[config.mk]
export PLATFORM = sky130hd
export DESIGN_NAME = nucleic_acid_valve_sequencer
export DESIGN_NICKNAME = d
export VERILOG_FILES = /design/src/rtl/nucleic_acid_valve_sequencer.sv
export SDC_FILE = /design/constraint.sdc
export NUM_CORES = 1
export LEC_CHECK = 0
export ABC_AREA = 1
export BUFFER_PORTS_ARGS = -buffer_cell sky130_fd_sc_hd__clkbuf_2
export CAP_MARGIN = 0
export CORE_UTILIZATION = 60
export CTS_CLUSTER_SIZE = 20
export DETAILED_ROUTE_END_ITERATION = 10
export GPL_TIMING_DRIVEN = 0
export PLACE_DENSITY_LB_ADDON = 0.15
export SLEW_MARGIN = 5
export SYNTH_ARGS = -nofsm -noshare
export SYNTH_HDL_FRONTEND = slang
export SYNTH_SLANG_ARGS = --single-unit
export TNS_END_PERCENT = 20
[constraint.sdc]
create_clock -name clk -period 2.6 [get_ports clk]
set_clock_uncertainty 0.2 [all_clocks]
set_input_delay 0.52 -clock clk [delete_from_list [all_inputs] [get_ports clk]]
set_output_delay 0.52 -clock clk [all_outputs]
set_load 0.01 [all_outputs]
[src/rtl/nucleic_acid_valve_sequencer.sv]
// Pneumatic valve and peristaltic pump sequencer for the nucleic_acid_3 chip.
// Runs LYSIS -> SETTLE_A -> WASH -> SETTLE_B -> ELUTE -> DONE; every output is a flop.
module nucleic_acid_valve_sequencer #(
  parameter int PHASE_CYC     = 8,
  parameter int PHASE_W       = 16,
  parameter int STROKE_W      = 8,
  parameter int LYSIS_STROKES = 16,
  parameter int WASH_STROKES  = 8,
  parameter int ELUTE_STROKES = 4
) (
  input  logic                clk,
  input  logic                rst_n,
  input  logic                start,
  input  logic                abort,
  output logic                busy,
  output logic                done,
  output logic [2:0]          step,
  output logic [STROKE_W-1:0] stroke_cnt,
  output logic                lysis_ctl,
  output logic                wash_ctl,
  output logic                elute_ctl,
  output logic                vertical_ctl,
  output logic                bead_trap_ctl,
  output logic                collection_ctl,
  output logic                waste_ctl,
  output logic                pump1,
  output logic                pump2,
  output logic                pump3
);

  // Encodings equal the externally visible step codes.
  typedef enum logic [2:0] {
    S_IDLE     = 3'd0,
    S_LYSIS    = 3'd1,
    S_SETTLE_A = 3'd2,
    S_WASH     = 3'd3,
    S_SETTLE_B = 3'd4,
    S_ELUTE    = 3'd5,
    S_DONE     = 3'd6
  } state_t;

  state_t              state_q, state_d;
  logic [PHASE_W-1:0]  phase_cnt_q, phase_cnt_d;
  logic [2:0]          phase_idx_q, phase_idx_d;
  logic [STROKE_W-1:0] strokes_q, strokes_d;

  // Registered output images, ordered {lysis,wash,elute,vertical,bead_trap,collection,waste}.
  logic [6:0]          ctl_q, ctl_d;
  logic [2:0]          pump_q, pump_d;
  logic                busy_d, done_d;
  logic [STROKE_W-1:0] sc_d;
  logic                phase_last, pumping_d;

  function automatic state_t after(state_t s);
    case (s)
      S_LYSIS:    return S_SETTLE_A;
      S_SETTLE_A: return S_WASH;
      S_WASH:     return S_SETTLE_B;
      S_SETTLE_B: return S_ELUTE;
      S_ELUTE:    return S_DONE;
      default:    return S_IDLE;
    endcase
  endfunction

  function automatic logic [STROKE_W-1:0] strokes_of(state_t s);
    case (s)
      S_LYSIS: return STROKE_W'(LYSIS_STROKES);
      S_WASH:  return STROKE_W'(WASH_STROKES);
      S_ELUTE: return STROKE_W'(ELUTE_STROKES);
      default: return '0;
    endcase
  endfunction

  // A pumping step with zero strokes is replaced by the state that follows it.
  function automatic state_t resolve(state_t s);
    if ((s == S_LYSIS || s == S_WASH || s == S_ELUTE) && strokes_of(s) == '0)
      return after(s);
    return s;
  endfunction

  function automatic logic [2:0] pump_pattern(logic [2:0] idx);
    case (idx)
      3'd0:    return 3'b110;
      3'd1:    return 3'b100;
      3'd2:    return 3'b101;
      3'd3:    return 3'b001;
      3'd4:    return 3'b011;
      3'd5:    return 3'b010;
      default: return 3'b111;
    endcase
  endfunction

  assign phase_last = (phase_cnt_q == PHASE_W'(PHASE_CYC - 1));

  always_comb begin
    state_d     = state_q;
    phase_cnt_d = phase_cnt_q;
    phase_idx_d = phase_idx_q;
    strokes_d   = strokes_q;
    if (abort) begin
      state_d     = S_IDLE;
      phase_cnt_d = '0;
      phase_idx_d = '0;
      strokes_d   = '0;
    end else begin
      case (state_q)
        S_IDLE: begin
          if (start) begin
            state_d     = resolve(S_LYSIS);
            phase_cnt_d = '0;
            phase_idx_d = '0;
            strokes_d   = '0;
          end
        end
        S_LYSIS, S_WASH, S_ELUTE: begin
          if (phase_last) begin
            phase_cnt_d = '0;
            if (phase_idx_q == 3'd5) begin
              phase_idx_d = '0;
              if (strokes_q + STROKE_W'(1) == strokes_of(state_q)) begin
                state_d   = resolve(after(state_q));
                strokes_d = '0;
              end else begin
                strokes_d = strokes_q + STROKE_W'(1);
              end
            end else begin
              phase_idx_d = phase_idx_q + 3'd1;
            end
          end else begin
            phase_cnt_d = phase_cnt_q + PHASE_W'(1);
          end
        end
        S_SETTLE_A, S_SETTLE_B: begin
          if (phase_last) begin
            phase_cnt_d = '0;
            state_d     = resolve(after(state_q));
          end else begin
            phase_cnt_d = phase_cnt_q + PHASE_W'(1);
          end
        end
        S_DONE:  state_d = S_IDLE;
        default: state_d = S_IDLE;
      endcase
    end
  end

  // Outputs are decoded from the next state so they change on the same edge as the state.
  always_comb begin
    pumping_d = (state_d == S_LYSIS) || (state_d == S_WASH) || (state_d == S_ELUTE);
    busy_d    = (state_d != S_IDLE) && (state_d != S_DONE);
    done_d    = (state_d == S_DONE);
    pump_d    = pumping_d ? pump_pattern(phase_idx_d) : 3'b111;
    sc_d      = strokes_d;
    if (pumping_d && phase_idx_d == 3'd5 && phase_cnt_d == PHASE_W'(PHASE_CYC - 1))
      sc_d = strokes_d + STROKE_W'(1);
    case (state_d)
      S_LYSIS: ctl_d = 7'b0110010;
      S_WASH:  ctl_d = 7'b1010010;
      S_ELUTE: ctl_d = 7'b1100001;
      default: ctl_d = 7'b1111111;
    endcase
  end

  always_ff @(posedge clk or negedge rst_n) begin
    if (!rst_n) begin
      state_q     <= S_IDLE;
      phase_cnt_q <= '0;
      phase_idx_q <= '0;
      strokes_q   <= '0;
      ctl_q       <= 7'b1111111;
      pump_q      <= 3'b111;
      busy        <= 1'b0;
      done        <= 1'b0;
      step        <= 3'd0;
      stroke_cnt  <= '0;
    end else begin
      state_q     <= state_d;
      phase_cnt_q <= phase_cnt_d;
      phase_idx_q <= phase_idx_d;
      strokes_q   <= strokes_d;
      ctl_q       <= ctl_d;
      pump_q      <= pump_d;
      busy        <= busy_d;
      done        <= done_d;
      step        <= state_d;
      stroke_cnt  <= sc_d;
    end
  end

  assign {lysis_ctl, wash_ctl, elute_ctl, vertical_ctl,
          bead_trap_ctl, collection_ctl, waste_ctl} = ctl_q;
  assign {pump1, pump2, pump3} = pump_q;

endmodule

==> impl_metrics.toml <==
[outcome]
status = "finished with violations"
violations = "negative setup slack"

[clocking]
clockRootBuffer = "clkbuf_8"
clock_latency_ps = 310
cts_buffers = 5
clock_sinks = 48
cts_tree = "done"
cts_max_path_buffers = 2
clkTransAtPathRegs_ps = 90
htreeDepth = 2

[synth]
synth_most_common_cell = "nand2_1"
ys_top_cells_by_area = "dfrtp_1, nand2_1, inv_1"
yosysWarnings = 0
synthesis.area_um2 = 3258
synth_area_per_cell_um2 = 6.874
synthArstFlopShare_pct = 100.0
synth_top_area_cell = "dfrtp_1"
yosysTopAreaCellShare_pct = 30.72
synth_edf_count = 0
synth_top_flop_cell = "dfrtp_1"
synth-seq-cells = 48
yosysSeqAreaShare_pct = 37.17
synth_common_cells = "nand2_1, inv_1, nor2_1"
syn-num-nets = 482
synthCells = 474
ys_types = 38

[timing]
period_minus_slack_ps = 2633
worst_pin_slew_ps = 1080
setup_viol = 6
setup_ws_ps = -33.08
report.final.slew_viol_count = 0
max_freq_mhz = 379.8
fin_tns_setup_ps = -88.63
slew_headroom_pct = 27.97
hold_viol = 0
rsz0062_at_grt = "yes"
fin_crit_sh_pct = 101.3

[power]
pwr-share-comb_pct = 13.4
p_sw_uw = 424.1
leakagePower_uw = 0.002074
peakVddDrop_mv = 0.4400
switching_share_pct = 27.43
clockPowerShare_pct = 35.8
p_seq_share_pct = 50.8
internal_power_uw = 1122
p_total_uw = 1546
power.density_nw_per_um2 = 392.9

[cells_and_area]
syn_to_final_growth_pct = 20.78
utilization_pct = 76.08
drive_above_1_share_pct = 27.17
fin_nets = 537
diodes = 0

[worst_setup_path]
critPathRequiredTime_ps = 2650
crit_fanout = 6
crit_type = "register to register"
r2r_slack_ps = -30
endpoint_kind = "register"
worstPathArrival_ps = 2680
start_kind = "register"

[die]
die_w_um = 75.69
dieArea_um2 = 5729
rows = 26
io_pins = 27
fp.coreArea_um2 = 5172
initial_core_util_pct = 62.99
fp.dieH_um = 75.69

[detailed_routing]
dr.pass1.iters = 5
via_per_inst = 5.433
finalWirelength_um = 8386
drcViolationCount = 0
wl_per_cell_um = 13.98
postRouteAntennaNets = 0
drtIter0Drc = 159
vias = 3260

[global_routing]
grt-ovfl-total = 0
grt_pass1_wl_um = 12750
grt_pass1_vias = 2926
antenna_found_initial = 0
grt_max_degree = 49
grtUsageTotal_pct = 29.76

[flow_run]
cap_violations = 0

[placement]
port_buffers = 26
gp_congestion = 0.9791
dp_hpwl_um = 5876

[min_path]
hold_class = "input pin to asynchronous set/reset pin"
## cells by family (layout without fill, tap and decap cells)
family	Yosys count	count (layout)	share of synthesized area, %
flip-flops	48	48	37.17
AND/OR/NAND/NOR	268	268	38.86
XOR/XNOR	3	3	0.8066
buffers and inverters	92	148	11.33
adder cells (fa/ha/maj)	4	4	1.536
AO/OA/AOI/OAI	59	59	10.29
## cell type report
class / instances / area [um^2]
inverters: 82 / 312.8
well taps: 70 / 87.58
plain buffers: 10 / 58.81
clock buffers: 5 / 68.82
repair buffers: 48 / 299.0
multi-input cells: 334 / 1844
flip-flops and latches: 48 / 1216
fillers: 387 / 1237
clock inverters: 3 / 47.55
## cell usage in the layout, fill, tap and decap left out, drive strengths merged
cell     count
a21oi       11
buf         30
bufinv       1
clkbuf      33
clkinv       5
dfrtp       40
dfstp        8
ha           4
inv         79
nand2      149
nand3       39
nand3b       3
nand4       17
nor2        55
nor3         4
o2111ai      1
o211ai       3
o21a         1
o21ai       41
o221ai       1
o22ai        1
or2          1
xnor2        1
xor2         2
## flip-flops by register name (all words and copies together) (netlist names)
register and count:
phase_idx_q 3, phase_cnt_q 16, stroke_cnt 8, state_q 3, busy 1, strokes_q 8
ctl_q 5, done 1, pump_q 3
## final timing paths
check | startpoint | to | cells past startpoint
max | phase_cnt_q[0] | stroke_cnt[6] | 17
min | rst_n | stroke_cnt[5] | 1
max reg2reg | phase_cnt_q[0] | stroke_cnt[6] | 17
min reg2reg | phase_cnt_q[15] | phase_cnt_q[15] | 4
max in group asynchronous | rst_n | state_q[1] | 1
min in group clk | abort | phase_cnt_q[4] | 3
## worst max-delay path: stages, from the launching register on
cell and delay, ps:
dfrtp_1 450, ha_4 180, nand2_4 70, inv_4 70, nand2_4 60, nor2_4 120, nand2_4 90, buf_4 160
o2111ai_1 80, nand2_1 100, nand2_1 70, nand4_1 90, nor2_1 180, nand3_1 150, nor2_4 220, buf_6 150
nand2_1 60, nand2_2 80
## power by group through the flow
stage | Combinational, uW | Clock [uW] | Sequential, uW
finish | 207 | 553 | 785
global route | 232 | 588 | 788
CTS | 193 | 561 | 783
detailed placement | 187 | 0 | 797
global placement | 183 | 0 | 797
floorplan | 116 | 0 | 802
## metrics by stage
stage / worst slack (ps) / cell area [um^2] / instances / hold WS [ps]
after global placement: -91.48 / 3476 / 570 / 382.4
after CTS: -32.40 / 3706 / 587 / 273.6
final: -33.08 / 3935 / 600 / 207.2
after detailed placement: -152.5 / 3476 / 570 / 406.2
after global routing: -196.1 / 3935 / 600 / 287.0
after floorplan: 215.1 / 3258 / 474 / 24.41
## per-layer routing
layer	up-vias	wire (um)	global-route usage, %	share of wire, %
li1	1611	-	-	-
met1	1544	3425	34.70	41
met2	82	4444	53.77	53
met3	23	305	4.630	3.6
met4	0	210	13.79	2.5
met5	-	0	0	0
## repair_timing
item                                    4_1_cts  5_1_grt
hold buffers                                  0        0
pin swaps                                     4       16
resized for setup                            13       39
hold endpoints to repair                      0        0
setup buffers                                 9       12
gates cloned                                  0        1
endpoints found under the setup margin        8       13
(Power assumes the default switching activity.)
